<file path="src/rtl/ram_arbiter.sv">
// Two-port arbiter in front of a single-port synchronous RAM.
// Port 0 is the core data port; port 1 is the external loader/debug port.
// Grants are combinational. Read data comes back one cycle after the grant.
module ram_arbiter #(
  parameter int ADDR_WIDTH = 8,
  parameter int DATA_WIDTH = 16
) (
  input  logic                  i_clk,
  input  logic                  i_rst_n,
  // requester 0
  input  logic                  i_req0,
  input  logic                  i_we0,
  input  logic                  i_lock0,
  input  logic [ADDR_WIDTH-1:0] i_addr0,
  input  logic [DATA_WIDTH-1:0] i_wdata0,
  output logic                  o_gnt0,
  output logic                  o_rvalid0,
  output logic [DATA_WIDTH-1:0] o_rdata0,
  // requester 1
  input  logic                  i_req1,
  input  logic                  i_we1,
  input  logic                  i_lock1,
  input  logic [ADDR_WIDTH-1:0] i_addr1,
  input  logic [DATA_WIDTH-1:0] i_wdata1,
  output logic                  o_gnt1,
  output logic                  o_rvalid1,
  output logic [DATA_WIDTH-1:0] o_rdata1,
  // RAM side
  output logic                  o_ram_load,
  output logic [ADDR_WIDTH-1:0] o_ram_addr,
  output logic [DATA_WIDTH-1:0] o_ram_data,
  input  logic [DATA_WIDTH-1:0] i_ram_data
);

  typedef enum logic [1:0] {
    ST_IDLE,
    ST_OWN0,
    ST_OWN1
  } state_t;

  state_t                r_state;
  logic                  r_last;       // port granted most recently
  logic                  r_rvalid0;
  logic                  r_rvalid1;
  logic [DATA_WIDTH-1:0] r_rdata0;
  logic [DATA_WIDTH-1:0] r_rdata1;
  logic [ADDR_WIDTH-1:0] r_ram_addr;
  logic [DATA_WIDTH-1:0] r_ram_data;

  logic                  w_hold0;
  logic                  w_hold1;
  logic                  w_gnt0;
  logic                  w_gnt1;
  logic                  w_any_gnt;
  logic [ADDR_WIDTH-1:0] w_sel_addr;
  logic [DATA_WIDTH-1:0] w_sel_data;

  // Lock only matters for the current owner; a non-owner's lock is ignored.
  assign w_hold0 = (r_state == ST_OWN0) && i_lock0;
  assign w_hold1 = (r_state == ST_OWN1) && i_lock1;

  // Grant decision: locked owner is exclusive, otherwise sole requester wins
  // and a tie goes to the port that was not granted last.
  always_comb begin
    w_gnt0 = 1'b0;
    w_gnt1 = 1'b0;
    if (!i_rst_n) begin
      w_gnt0 = 1'b0;
      w_gnt1 = 1'b0;
    end else if (w_hold0) begin
      w_gnt0 = i_req0;
    end else if (w_hold1) begin
      w_gnt1 = i_req1;
    end else if (i_req0 && i_req1) begin
      w_gnt0 = r_last;
      w_gnt1 = !r_last;
    end else begin
      w_gnt0 = i_req0;
      w_gnt1 = i_req1;
    end
  end

  assign w_any_gnt  = w_gnt0 | w_gnt1;
  assign w_sel_addr = w_gnt1 ? i_addr1 : i_addr0;
  assign w_sel_data = w_gnt1 ? i_wdata1 : i_wdata0;

  // Ownership FSM and last-grant pointer.
  always_ff @(posedge i_clk or negedge i_rst_n) begin
    if (!i_rst_n) begin
      r_state <= ST_IDLE;
      r_last  <= 1'b1;
    end else if (w_gnt0) begin
      r_state <= ST_OWN0;
      r_last  <= 1'b0;
    end else if (w_gnt1) begin
      r_state <= ST_OWN1;
      r_last  <= 1'b1;
    end else if (!(w_hold0 || w_hold1)) begin
      r_state <= ST_IDLE;
    end
  end

  // Remember the last granted address/data so the RAM bus stays quiet when idle.
  always_ff @(posedge i_clk or negedge i_rst_n) begin
    if (!i_rst_n) begin
      r_ram_addr <= '0;
      r_ram_data <= '0;
    end else if (w_any_gnt) begin
      r_ram_addr <= w_sel_addr;
      r_ram_data <= w_sel_data;
    end
  end

  assign o_ram_load = (w_gnt0 & i_we0) | (w_gnt1 & i_we1);
  assign o_ram_addr = w_any_gnt ? w_sel_addr : r_ram_addr;
  assign o_ram_data = w_any_gnt ? w_sel_data : r_ram_data;

  // Read-return pipeline: one stage per port tracks which port owns the
  // RAM data arriving next cycle.
  always_ff @(posedge i_clk or negedge i_rst_n) begin
    if (!i_rst_n) begin
      r_rvalid0 <= 1'b0;
      r_rvalid1 <= 1'b0;
    end else begin
      r_rvalid0 <= w_gnt0 & ~i_we0;
      r_rvalid1 <= w_gnt1 & ~i_we1;
    end
  end

  // Capture returned read data so it persists until the next completion.
  always_ff @(posedge i_clk or negedge i_rst_n) begin
    if (!i_rst_n) begin
      r_rdata0 <= '0;
      r_rdata1 <= '0;
    end else begin
      if (r_rvalid0) r_rdata0 <= i_ram_data;
      if (r_rvalid1) r_rdata1 <= i_ram_data;
    end
  end

  // RAM data is only available in the rvalid cycle itself, so that cycle
  // bypasses the capture register; afterwards the registered copy is shown.
  assign o_rdata0  = r_rvalid0 ? i_ram_data : r_rdata0;
  assign o_rdata1  = r_rvalid1 ? i_ram_data : r_rdata1;
  assign o_rvalid0 = r_rvalid0;
  assign o_rvalid1 = r_rvalid1;
  assign o_gnt0    = w_gnt0;
  assign o_gnt1    = w_gnt1;

endmodule
</file>
<file path="config.mk">
export PLATFORM = sky130hd
export DESIGN_NAME = ram_arbiter
export DESIGN_NICKNAME = d
export VERILOG_FILES = /design/src/rtl/ram_arbiter.sv
export SDC_FILE = /design/constraint.sdc
export NUM_CORES = 1
export LEC_CHECK = 0
export BUFFER_PORTS_ARGS = -buffer_cell sky130_fd_sc_hd__buf_4
export CORE_UTILIZATION = 47
export CTS_BUF_LIST = sky130_fd_sc_hd__clkbuf_4 sky130_fd_sc_hd__clkbuf_8
export CTS_CLUSTER_DIAMETER = 120
export DETAILED_ROUTE_END_ITERATION = 12
export PLACE_DENSITY_LB_ADDON = 0.15
export SLEW_MARGIN = 5
export SYNTH_ARGS = -nofsm -noshare
export SYNTH_HDL_FRONTEND = slang
export SYNTH_SLANG_ARGS = --single-unit
</file>
<file path="constraint.sdc">
create_clock -name i_clk -period 1.84 [get_ports i_clk]
set_input_delay 0.184 -clock i_clk [delete_from_list [all_inputs] [get_ports i_clk]]
set_output_delay 0.184 -clock i_clk [all_outputs]
set_load 0.02 [all_outputs]
</file>
==> results.py <==
metrics = {
    "outcome": {
        "status": "finished with violations",
        "failed_checks": "setup timing",
    },
    "min_path": {
        "hp-class": "in -> reg",
    },
    "power": {
        "vdd_drop_max_v": 0.000791,
        "power_density_mw_per_mm2": 1250,
        "p_leak_nw": 2.18,
        "p_total_mw": 5.66,
    },
    "grt": {
        "grt_first_pass_wirelength_mm": 11.0,
        "globalRouteMet1Util": 0.288,
        "grt_use_total": 0.234,
        "met2_usage": 0.390,
        "grt_overflow": 0,
        "grt_pass1_vias": 2336,
        "grt_max_degree": 63,
        "busiest_layer": "met2",
        "antenna_found_initial": 0,
        "grt_use_met3": 0.0640,
    },
    "synth": {
        "async_flop_share": 1.00,
        "synth_area_leader_cell": "dfrtp_1",
        "synth_area_mm2": 0.00272,
        "synthTopCellsByArea": "dfrtp_1 (55%), mux2_2 (13%), o31a_1 (7.7%)",
        "syn_nets": 322,
        "syn_avg_cell_area_um2": 10.9,
        "synth_commonest_cells": "dfrtp_1 (60), mux2_2 (32), nor2_1 (27)",
        "yosysSeqAreaShare": 0.561,
        "synth-main-ff-cell": "dfrtp_1",
        "synth_edf_count": 0,
        "yosys_warnings": 0,
        "yosys_register_bits": 61,
        "post-synth-top-area-fraction": 0.551,
        "yosysUniqueCellTypes": 24,
        "syn_inst": 250,
        "synth.most_common_cell": "dfrtp_1",
    },
    "worst_setup_path": {
        "critical_path_class": "reg -> out",
        "worst_setup_path_start_kind": "flip-flop",
        "worstPathArrival_ns": 1.96,
        "critPathCaptureType": "output port",
        "cp.required_ns": 1.66,
        "cp_max_fo": 8,
    },
    "cts": {
        "cts_tree": "built",
        "cts-htree-levels": 3,
        "cts_root_buf": "clkbuf_8",
        "clock-sinks": 61,
        "clock_path_buffers": 2,
        "insertion_delay_ns": 0.33,
        "cts_buffers": 9,
        "path_clk_slew_ns": 0.06,
    },
    "finish": {
        "drive_gt1_frac": 0.596,
        "n_antenna_cell": 0,
        "final_area_mm2": 0.00451,
        "nets": 476,
        "fin_util": 0.814,
        "syn2layout_area_growth_pct": 65.6,
    },
    "timing": {
        "hold_viol": 0,
        "fin_crit_sh": 1.17,
        "rsz0062_at_grt": "yes",
        "drv_slew": 0,
        "setup_violations": 26,
        "setup_ws_ns": -0.306,
        "maxSlewHeadroom": 0.483,
        "worst-slew-pin-transition_ns": 0.775,
        "min_period_ns": 2.15,
        "fmaxAchievable_mhz": 466,
        "finClkSkew_ns": 0.0111,
        "holdWs_ns": 0.0249,
    },
    "routing": {
        "post_drt_wl_per_cell_um": 17.0,
        "drc": 0,
        "num_vias": 2484,
        "antenna_violating_nets_post_route": 0,
        "viasPerCell": 5.18,
        "dr.pass1.iters": 4,
        "routed_wirelength_mm": 8.18,
        "drt_iter0_drc": 86,
    },
    "job": {
        "drv_cap": 0,
    },
    "die": {
        "die_area_mm2": 0.00610,
        "die_h_um": 78.1,
        "rows": 27,
        "die_w_um": 78.1,
        "core_area_mm2": 0.00554,
        "initial_utilization": 0.491,
        "ioPinCount": 133,
    },
    "placement": {
        "placedInstanceArea_mm2": 0.00387,
        "hpwl_mm": 4.61,
        "place.gp.congestion": 0.722,
        "io_buffers": 132,
    },
}
-- cells by family (layout without fill, tap and decap cells) --
| group | after synthesis | after routing | share of synthesized area |
|---|---|---|---|
| compound gates | 79 | 79 | 0.188 |
| simple gates | 34 | 34 | 0.0524 |
| buf+inv | 44 | 202 | 0.0662 |
| flops | 61 | 61 | 0.561 |
| mux | 32 | 32 | 0.132 |
-- where the power goes --
part	switching (mW)	total [mW]	internal (mW)
combinational	1.35	2.59	1.24
sequential	0.116	1.87	1.75
clock	0.512	1.20	0.687
-- metal layers --
layer / share of wire / routed length (um)
met5: 0 / 0
met4: 0.014 / 116
met3: 0.074 / 607
met2: 0.51 / 4210
met1: 0.40 / 3250
-- layout by cell type, fill, tap and decap left out, types with 2 or more instances in the layout --
cell and count:
a21oi_2 24, buf_12 5, buf_4 130, buf_6 19, buf_8 2, clkbuf_16 4, clkbuf_8 11, clkinv_2 2
dfrtp_1 59, inv_1 24, mux2_2 32, nor2_1 26, o21ai_0 24, o21ai_1 2, o31a_1 24
-- repair_timing --
action,in CTS,in global routing
resized for setup,26,33
hold buffers,1,0
cloned,2,6
hold endpoints to repair,1,0
setup buffers,0,9
endpoints found under the setup margin,27,27
pin swaps,2,19
-- worst max-delay path, cell delays in order, from the launching register on --
cell       delay [ns]
dfstp_2          0.54
buf_6            0.10
nand2_4          0.04
o2111ai_4        0.21
buf_12           0.19
clkbuf_16        0.16
o31a_1           0.16
a21oi_2          0.08
buf_6            0.15
-- flip-flops by register name (all words and copies together) (netlist names) --
register    flops
r_ram_data     16
r_rdata0       16
r_rdata1       16
r_ram_addr      8
r_state         2
o_rvalid0       1
o_rvalid1       1
r_last          1
-- final cells by class --
| type | count | area (um2) |
|---|---|---|
| sequential | 61 | 1530 |
| timing repair buffer | 162 | 1440 |
| multi-input combinational | 145 | 1160 |
| fill | 343 | 1030 |
| clock buffer | 11 | 151 |
| inverter | 25 | 96.3 |
| tap | 72 | 90.1 |
| clock inverter | 4 | 47.5 |
-- path summary, 6_finish.rpt --
kind                       slack [ns]        start  cells past startpoint            end
min in group asynchronous        0.09      i_rst_n                      2    r_rdata0[3]
hold / removal                   0.02        i_we0                      2      o_rvalid0
setup reg to reg                 0.03       r_last                      9  r_ram_addr[7]
setup / recovery                -0.31       r_last                      8  o_ram_addr[1]
hold reg to reg                  0.50  r_rdata1[5]                      1    r_rdata1[5]
max in group asynchronous        1.20      i_rst_n                      2     r_state[0]
-- metrics by stage --
stage / worst slack, ns / cells / setup TNS (ns)
after floorplan: 0.0180 / 250 / 0
final: -0.306 / 480 / -6.76
after detailed placement: -0.0381 / 447 / -0.276
after global routing: -0.380 / 480 / -8.79
after global placement: -0.00556 / 447 / -0.00556
after CTS: -0.296 / 465 / -7.10
Note: power is estimated with default switching activity, not from simulation.
